==> config.mk <==
export PLATFORM = sky130hd
export DESIGN_NAME = keypad_scan
export DESIGN_NICKNAME = d
export VERILOG_FILES = /design/src/rtl/keypad_scan.sv
export SDC_FILE = /design/constraint.sdc
export NUM_CORES = 1
export LEC_CHECK = 0
export ABC_AREA = 1
export CORE_AREA = 2 2 100 102
export CTS_CLUSTER_DIAMETER = 150
export DETAILED_ROUTE_END_ITERATION = 6
export DIE_AREA = 0 0 102 104
export DONT_BUFFER_PORTS = 1
export GPL_ROUTABILITY_DRIVEN = 0
export SLEW_MARGIN = 0
export SYNTH_ARGS = -nofsm -noshare
export SYNTH_HDL_FRONTEND = slang
export SYNTH_SLANG_ARGS = --single-unit
==> constraint.sdc <==
create_clock -name clk -period 5.6 [get_ports clk]
set_input_delay 0.28 -clock clk [delete_from_list [all_inputs] [get_ports clk]]
set_output_delay 0.28 -clock clk [all_outputs]
set_load 0.01 [all_outputs]
==> src/rtl/keypad_scan.sv <==
// keypad_scan: sync, debounce and chord rejection for a 10-key pad.
// Emits one key_valid strobe with key_code per accepted press.
module keypad_scan #(
  parameter int DEBOUNCE_CYC = 20,
  parameter int RELEASE_CYC  = 20
) (
  input  logic       clk,
  input  logic       rst,
  input  logic [9:0] keypad,
  output logic       key_valid,
  output logic [3:0] key_code,
  output logic       key_pressed,
  output logic       key_multi
);

  localparam int CMAX =
    (DEBOUNCE_CYC > RELEASE_CYC) ? DEBOUNCE_CYC : RELEASE_CYC;
  localparam int CW = $clog2(CMAX + 1);
  localparam logic [CW-1:0] DB_LAST = CW'(DEBOUNCE_CYC - 1);
  localparam logic [CW-1:0] RL_LAST = CW'(RELEASE_CYC - 1);
  localparam logic [CW-1:0] C_MAX   = CW'(CMAX);
  localparam logic [CW-1:0] C_ONE   = CW'(1);

  typedef enum logic [1:0] {
    S_IDLE,
    S_DEB,
    S_PRESSED,
    S_RELEASE
  } state_t;

  state_t        state_q, state_d;
  logic [9:0]    s1_q, s2_q;
  logic [CW-1:0] cnt_q, cnt_d, cnt_inc;
  logic [3:0]    cand_q, cand_d;
  logic          key_valid_q, key_valid_d;
  logic [3:0]    key_code_q, key_code_d;
  logic          key_pressed_q, key_pressed_d;
  logic          key_multi_q;

  logic [3:0]    nlow;
  logic [3:0]    idx;
  logic          is_none, is_single, is_multi, match;

  // Two-flop synchroniser on the asynchronous key lines
  always_ff @(posedge clk) begin
    if (!rst) begin
      s1_q <= '1;
      s2_q <= '1;
    end else begin
      s1_q <= keypad;
      s2_q <= s1_q;
    end
  end

  // Classify the synchronised pattern: none, single key n, or chord
  always_comb begin
    nlow = '0;
    idx  = '0;
    for (int i = 0; i < 10; i++) begin
      if (!s2_q[i]) begin
        nlow = nlow + 4'd1;
        idx  = 4'(i);
      end
    end
    is_none   = (nlow == 4'd0);
    is_single = (nlow == 4'd1);
    is_multi  = (nlow > 4'd1);
    match     = is_single && (idx == cand_q);
    cnt_inc   = (cnt_q == C_MAX) ? cnt_q : cnt_q + 1'b1;
  end

  // State and datapath registers
  always_ff @(posedge clk) begin
    if (!rst) begin
      state_q       <= S_RELEASE;
      cnt_q         <= '0;
      cand_q        <= '0;
      key_valid_q   <= 1'b0;
      key_code_q    <= '0;
      key_pressed_q <= 1'b0;
      key_multi_q   <= 1'b0;
    end else begin
      state_q       <= state_d;
      cnt_q         <= cnt_d;
      cand_q        <= cand_d;
      key_valid_q   <= key_valid_d;
      key_code_q    <= key_code_d;
      key_pressed_q <= key_pressed_d;
      key_multi_q   <= is_multi;
    end
  end

  // Next-state logic
  always_comb begin
    state_d = state_q;
    unique case (state_q)
      S_IDLE: begin
        if (is_single) state_d = S_DEB;
      end
      S_DEB: begin
        if (!match)               state_d = S_IDLE;
        else if (cnt_q == DB_LAST) state_d = S_PRESSED;
      end
      S_PRESSED: begin
        if (is_none) state_d = S_RELEASE;
      end
      S_RELEASE: begin
        if (!is_none)              state_d = S_PRESSED;
        else if (cnt_q == RL_LAST) state_d = S_IDLE;
      end
      default: state_d = S_IDLE;
    endcase
  end

  // Counter, candidate and strobe generation
  always_comb begin
    cnt_d       = cnt_q;
    cand_d      = cand_q;
    key_valid_d = 1'b0;
    key_code_d  = key_code_q;
    unique case (state_q)
      S_IDLE: begin
        if (is_single) begin
          cand_d = idx;
          cnt_d  = C_ONE;
        end else begin
          cnt_d = '0;
        end
      end
      S_DEB: begin
        if (!match) begin
          cnt_d = '0;
        end else if (cnt_q == DB_LAST) begin
          key_valid_d = 1'b1;
          key_code_d  = cand_q;
          cnt_d       = '0;
        end else begin
          cnt_d = cnt_inc;
        end
      end
      S_PRESSED: begin
        cnt_d = is_none ? C_ONE : '0;
      end
      S_RELEASE: begin
        if (!is_none || cnt_q == RL_LAST) cnt_d = '0;
        else                              cnt_d = cnt_inc;
      end
      default: cnt_d = '0;
    endcase
    key_pressed_d = (state_d == S_PRESSED) ||
                    (state_d == S_RELEASE);
  end

  assign key_valid   = key_valid_q;
  assign key_code    = key_code_q;
  assign key_pressed = key_pressed_q;
  assign key_multi   = key_multi_q;

endmodule

==> results of run 1 <==
==> timing repair <==
action / 4_1_cts / 5_1_grt
gates resized for setup: 1 / 17
cloned: 0 / 0
setup endpoints to repair: 16 / 18
pin swaps: 1 / 12
buffers inserted: 0 / 4
==> metal layers <==
layer	track usage	vias up
li1	-	1031
met1	0.1058	885
met2	0.1480	18
met3	0.02016	6
met4	0.04571	0
met5	0	-
==> worst paths after layout <==
check	to	slack (ns)	from	cells after the start
worst max register to register	cnt_q[4]$_SDFF_PN0_	0.36	s2_q[0]$_SDFF_PN1_	36
worst min register to register	s2_q[9]$_SDFF_PN1_	0.41	s1_q[9]$_SDFF_PN1_	1
worst max-delay path	cnt_q[4]$_SDFF_PN0_	0.36	s2_q[0]$_SDFF_PN1_	36
worst min-delay path	state_q[1]$_SDFF_PN1_	0.07	rst	1
==> Yosys cell counts <==
library cell / instances
a21oi_1: 5
a31oi_1: 1
buf_4: 1
clkbuf_1: 2
clkinv_2: 1
dfxtp_1: 38
ha_1: 11
inv_1: 43
inv_2: 8
nand2_1: 66
nand2_2: 12
nand2_4: 3
nand3_1: 25
nand3_2: 10
nand3_4: 1
nand4_1: 10
nor2_1: 24
nor2_2: 11
nor2_8: 2
nor3_1: 2
nor3b_1: 1
nor4_4: 1
o21ai_0: 2
o21ai_1: 7
o21ai_2: 4
o21bai_1: 1
o31ai_1: 1
or2_2: 23
xor2_1: 6
xor2_2: 1
==> state kept, by name, summed over array words and instances (netlist names), 2 cells and up <==
name and flops:
s1_q 10, cand_q 4, s2_q 10, key_code 4, cnt_q 5, state_q 2
==> per-stage QoR <==
step | area [sq um] | setup TNS (ns) | hold WS, ns | setup slack (ns)
global route | 2705 | 0 | 0.06886 | 0.01092
floorplan | 2349 | 0 | 0.3866 | 0.3745
finish | 2705 | 0 | 0.06937 | 0.3583
CTS | 2608 | 0 | 0.05554 | 0.008590
detailed placement | 2500 | -0.2292 | 0.3707 | -0.02750
global placement | 2500 | 0 | 0.3771 | 0.1288
==> kinds of logic (layout without fill, tap and decap cells) <==
kind of cell / count (synthesis) / in the layout / synth area share
AO/OA/AOI/OAI: 21 / 21 / 0.05381
XOR/XNOR: 7 / 7 / 0.02930
adder cells (fa/ha/maj): 11 / 11 / 0.05860
buffers and inverters: 55 / 64 / 0.09004
flip-flops: 38 / 38 / 0.3239
AND/OR/NAND/NOR: 191 / 191 / 0.4443
==> area by class of cell <==
type	instances	area [sq um]
timing repair buffer	4	30.03
inverter	52	196.4
fill	1078	6844
sequential	38	763.2
tap	133	166.4
clock buffer	6	82.58
clock inverter	2	12.51
multi-input combinational	230	1454
==> power by group through the flow <==
stage	Combinational (mW)	Sequential, mW	Clock, mW
after floorplan	0.108	0.296	0
after global placement	0.121	0.298	0
after detailed placement	0.124	0.299	0
after CTS	0.126	0.292	0.202
after global routing	0.161	0.294	0.213
final	0.142	0.292	0.194
==> run summary, run 1 <==
=====================================================================================
Number of buffer and inverter stages on the critical path                           6
Worst path slowest cell                                                       dfxtp_2
WL per Instance                                                              9.555 um
Initial core utilization                                                       0.2459
Most common cell on crit path                                                 nand2_2
Time the worst path needs with I/O delays and setup                          5.242 ns
Sequential power share                                                          0.465
Die area                                                                 0.01061 sq mm
Number of I/O pins                                                                 19
Number of setup violations in the final report                                      0
Number of antenna violations at the first check in global routing                   0
Post-synth top area share                                                      0.3239
Average vias per placed instance                                                4.172
Cell family contributing the most delay on the critical path             simple AND/OR/NAND/NOR gates
Remaining routing DRC violations                                                    0
Total inserted antenna cells                                                        0
Starting DRT DRC Count                                                             55
Power share of the combinational group                                          0.226
Core occupancy in the finished layout                                          0.2833
Vert. Die Dim                                                                  104 um
Total power draw                                                            0.6281 mW
Cell area power density                                                  232.2 mW/mm^2
Placeable core region                                                    0.009549 sq mm
Unrepaired setup endpoints after global routing                                    no
Hold Violations, Final                                                              0
Proportion of synthesized chip area in sequential cells                        0.3239
Level count of the clock H-tree                                                     2
Share of final-layout standard cells stronger than drive strength 1            0.3133
Synthesized netlist net count                                                     346
Part of the power in the clock network                                          0.309
Startpoint kind of the worst setup timing path                                   flop
Crit end category                                                                flop
Row count                                                                          36
Maximum achievable frequency                                               0.1908 GHz
Library cell with the largest summed area after synthesis                     dfxtp_1
Synth area leaders                                                       dfxtp_1, nand2_1, inv_1, or2_2, ha_1
Area growth from synthesis to final layout                                     15.18%
Top layer in use                                                                 met4
Clock latency on the worst-skew pair                                          0.29 ns
Post-layout instance count excluding filler cells                                 465
CP max FO                                                                           7
Wire length on met1                                                           2050 um
Number of nets in the final layout                                                354
Tot GR Track Use                                                              0.08916
CTS tree                                                                        built
Number of buffers added to fix hold violations after cts                            0
Max_cap viols                                                                       0
Detailed route wirelength on metal2                                           2178 um
Switching share of power                                                       0.3082
Data required time at the worst endpoint                                      5.84 ns
Met3 WL post-DR                                                                109 um
Critical path arrival                                                         5.48 ns
Count of cell types in the netlist                                                 30
Buffer type at the clock tree root                                           clkbuf_8
Total wire length                                                             4443 um
Average size of a mapped cell                                             7.271 sq um
Die outline width                                                              102 um
Leakage power summed over all cells                                          1.287 nW
Rel. slew slack                                                                0.5471
Clock-pin slew on the worst setup and hold paths                              0.07 ns
Net switching power                                                         0.1936 mW
Number of buffers created by CTS                                                    5
Number of global-route vias before repair                                       1,845
Period utilisation layout                                                      0.9360
Most frequent standard cell in the layout excluding fill and tap cells        nand2_1
Sum of net half-perimeters after detailed placement                           3389 um
Post-synthesis cell count                                                         323
Pin count of the biggest net entering global routing                               25
Total number of vias                                                            1,940
Global-route wire length before repair                                        7693 um
DR pass1 iterations                                                                 4
Port Buf Inserts                                                                    0
Run status                                                               finished, final reports clean
Internal power consumption                                                  0.4345 mW
Kind of critical path                                                    flop to flop
TritonCTS sink count                                                               38
Maximum vdd drop                                                          0.0002087 V
Fin Clk Skew                                                              0.005966 ns
Area of the mapped netlist                                               0.002349 sq mm
Longest Clk Path Bufs                                                               2
Measured slew at the worst slew-check pin                                   0.6786 ns
GR Overflow Total                                                                   0
Type of the worst min-delay path                                         input pin to flop
Delay of the slowest cell on the worst path                                   0.33 ns
Number of synthesis warnings                                                        0
Most used cells in the layout excluding fill and tap cells               nand2_1, inv_1, dfxtp_1
Cell total after placement                                                        453
Count of pins over their slew limit                                                 0
Yosys reg bits                                                                     38
Routed Antenna Nets                                                                 0
=====================================================================================
(Power assumes the default switching activity.)
==> run 2: changes to the inputs <==
==> constraint.sdc (replaced) <==
create_clock -name clk -period 5.3 [get_ports clk]
set_input_delay 0.265 -clock clk [delete_from_list [all_inputs] [get_ports clk]]
set_output_delay 0.265 -clock clk [all_outputs]
set_load 0.01 [all_outputs]
==> run 2 against run 1 <==
Net effect: via count grew 3.5%; register-to-register slack lost 0.13 ns; non-clock buffer count grew 21; wire length grew 5.8%; power grew 28%; sequential share of layout area shrank 2.9 points; utilization grew 3.2 points; sequential power grew 6%; setup slack lost 0.13 ns; critical path type unchanged; critical path depth is the same; count of clock-buffer cells in the layout is the same.
==> run summary, run 2 (synthesized netlist as in run 1, its figures left out) <==
=====================================================================================
Run status                                                               finished, final reports clean
Most common cell on crit path                                                 nand2_2
Cell family contributing the most delay on the critical path             simple AND/OR/NAND/NOR gates
Flip-flop and latch area                                                  763.2 sq um
Total wire length                                                             4701 um
Worst reg2reg startpoint                                                 s2_q[0]$_SDFF_PN1_
Cell area after layout                                                   0.003009 sq mm
Row count                                                                          36
Sum of net half-perimeters after detailed placement                           3387 um
Worst R2R End                                                            key_code[1]$_SDFFE_PN0P_
Hold Path Origin                                                                  rst
Number of buffers created by CTS                                                    5
Hold Crit Endpoint                                                       state_q[1]$_SDFF_PN1_
Number of antenna violations at the first check in global routing                   0
Worst setup slack for register-to-register paths                              0.22 ns
Clock-pin slew on the worst setup and hold paths                              0.07 ns
Setup ws final                                                              0.2239 ns
Fin Clk Skew                                                              0.002242 ns
Die area                                                                 0.01061 sq mm
Post-layout instance count excluding filler cells                                 486
Number of filler cells placed in the layout                                     1,044
Total power draw                                                            0.8017 mW
Number of nets in the final layout                                                375
Area growth from synthesis to final layout                                     28.13%
Count of pins over their slew limit                                                 0
Number of global-route vias before repair                                       1,964
Pin count of the biggest net entering global routing                               25
Data required time at the worst endpoint                                      5.49 ns
Worst path slowest cell                                                       dfxtp_2
Cell area after placement                                                0.002590 sq mm
CP max FO                                                                           4
Total number of vias                                                            2,008
Met3 usage in global routing                                                  0.01747
Routed Antenna Nets                                                                 0
GR Overflow Total                                                                   0
GR Layer Usage met1                                                            0.1032
CTS tree                                                                        built
Cell area power density                                                  266.4 mW/mm^2
Kind of critical path                                                    flop to flop
Maximum vdd drop                                                          0.0003095 V
Global routing's busiest layer                                                   met2
Max_cap viols                                                                       0
Most frequent standard cell in the layout excluding fill and tap cells        nand2_1
Leakage power summed over all cells                                          1.424 nW
Startpoint kind of the worst setup timing path                                   flop
Dpl ws                                                                     -0.2724 ns
Period utilisation layout                                                      0.9577
Type of the worst min-delay path                                         input pin to flop
Delay of the slowest cell on the worst path                                   0.33 ns
Vert. Die Dim                                                                  104 um
DR pass1 iterations                                                                 5
Die outline width                                                              102 um
Rel. slew slack                                                                0.5432
Total inserted antenna cells                                                        0
Buffer type at the clock tree root                                           clkbuf_8
Initial core utilization                                                       0.2459
TritonCTS sink count                                                               38
Largest registers                                                        s1_q x10, s2_q x10, cnt_q x5
Share of final-layout standard cells stronger than drive strength 1            0.4051
Number of I/O pins                                                                 19
Global-route wire length before repair                                        8066 um
Clock latency on the worst-skew pair                                          0.29 ns
Number of buffer and inverter stages on the critical path                           7
Crit end category                                                                flop
Level count of the clock H-tree                                                     2
Longest Clk Path Bufs                                                               2
Hold Violations, Final                                                              0
Number of setup violations in the final report                                      0
Average vias per placed instance                                                4.132
Critical path arrival                                                         5.27 ns
WHS Path Cells                                                                      1
Met2 routing resource usage after global routing                               0.1640
Time the worst path needs with I/O delays and setup                          5.076 ns
Remaining routing DRC violations                                                    0
Measured slew at the worst slew-check pin                                   0.6845 ns
WL per Instance                                                              9.673 um
Area of the multi-input gates                                            0.001540 sq mm
Number of buffers added to fix hold violations after cts                            0
Starting DRT DRC Count                                                             67
Maximum achievable frequency                                               0.1970 GHz
Most used cells in the layout excluding fill and tap cells               nand2_1, inv_1, dfxtp_1
Placeable core region                                                    0.009549 sq mm
Cell total after placement                                                        465
Core occupancy in the finished layout                                          0.3151
Cells on worst reg2reg path                                                        36
Port Buf Inserts                                                                    0
Tot GR Track Use                                                              0.09377
=====================================================================================
-- run 2: report_power, final --
group	internal, mW	leakage (nW)	switching, mW
combinational	0.0870	1.04	0.109
sequential	0.299	0.312	0.0106
clock	0.201	0.0714	0.0961
-- run 2: area by class of cell --
cell class / count / share of cell area
clock inverter: 2 / 0.01996
multi-input combinational: 230 / 0.5119
clock buffer: 6 / 0.02744
sequential: 38 / 0.2536
timing repair buffer: 25 / 0.06653
tap: 133 / 0.05530
inverter: 52 / 0.06528
-- run 2: per-layer routing --
layer,vias to the layer above,part of all wire
met5,-,0
met4,0,0.025
met3,8,0.026
met2,20,0.49
met1,907,0.45
li1,1073,-
-- run 2: worst max path at each step --
stage / from / end / slack [ns] / depth (start not counted)
floorplan: s2_q[1]$_SDFF_PN1_ / cand_q[1]$_SDFFE_PN0P_ / 0.07 / 36
global placement: s2_q[0]$_SDFF_PN1_ / key_code[3]$_SDFFE_PN0P_ / -0.14 / 36
detailed placement: s2_q[1]$_SDFF_PN1_ / key_code[0]$_SDFFE_PN0P_ / -0.27 / 36
CTS: s2_q[1]$_SDFF_PN1_ / cand_q[2]$_SDFFE_PN0P_ / 0.009 / 36
global route: s2_q[1]$_SDFF_PN1_ / key_code[1]$_SDFFE_PN0P_ / -0.04 / 36
finish: s2_q[0]$_SDFF_PN1_ / key_code[1]$_SDFFE_PN0P_ / 0.22 / 36
-- run 2: timing repair --
action,4_1_cts,5_1_grt
pin swaps,7,20
buffers inserted,10,3
setup endpoints to repair,17,18
resized for setup,15,25
-- run 2: metrics by stage --
stage	hold slack (ns)	setup TNS [ns]
finish	0.06251	0
global route	0.05407	-0.04768
CTS	0.04949	0
detailed placement	0.3621	-4.135
global placement	0.3546	-2.004
floorplan	0.3716	0
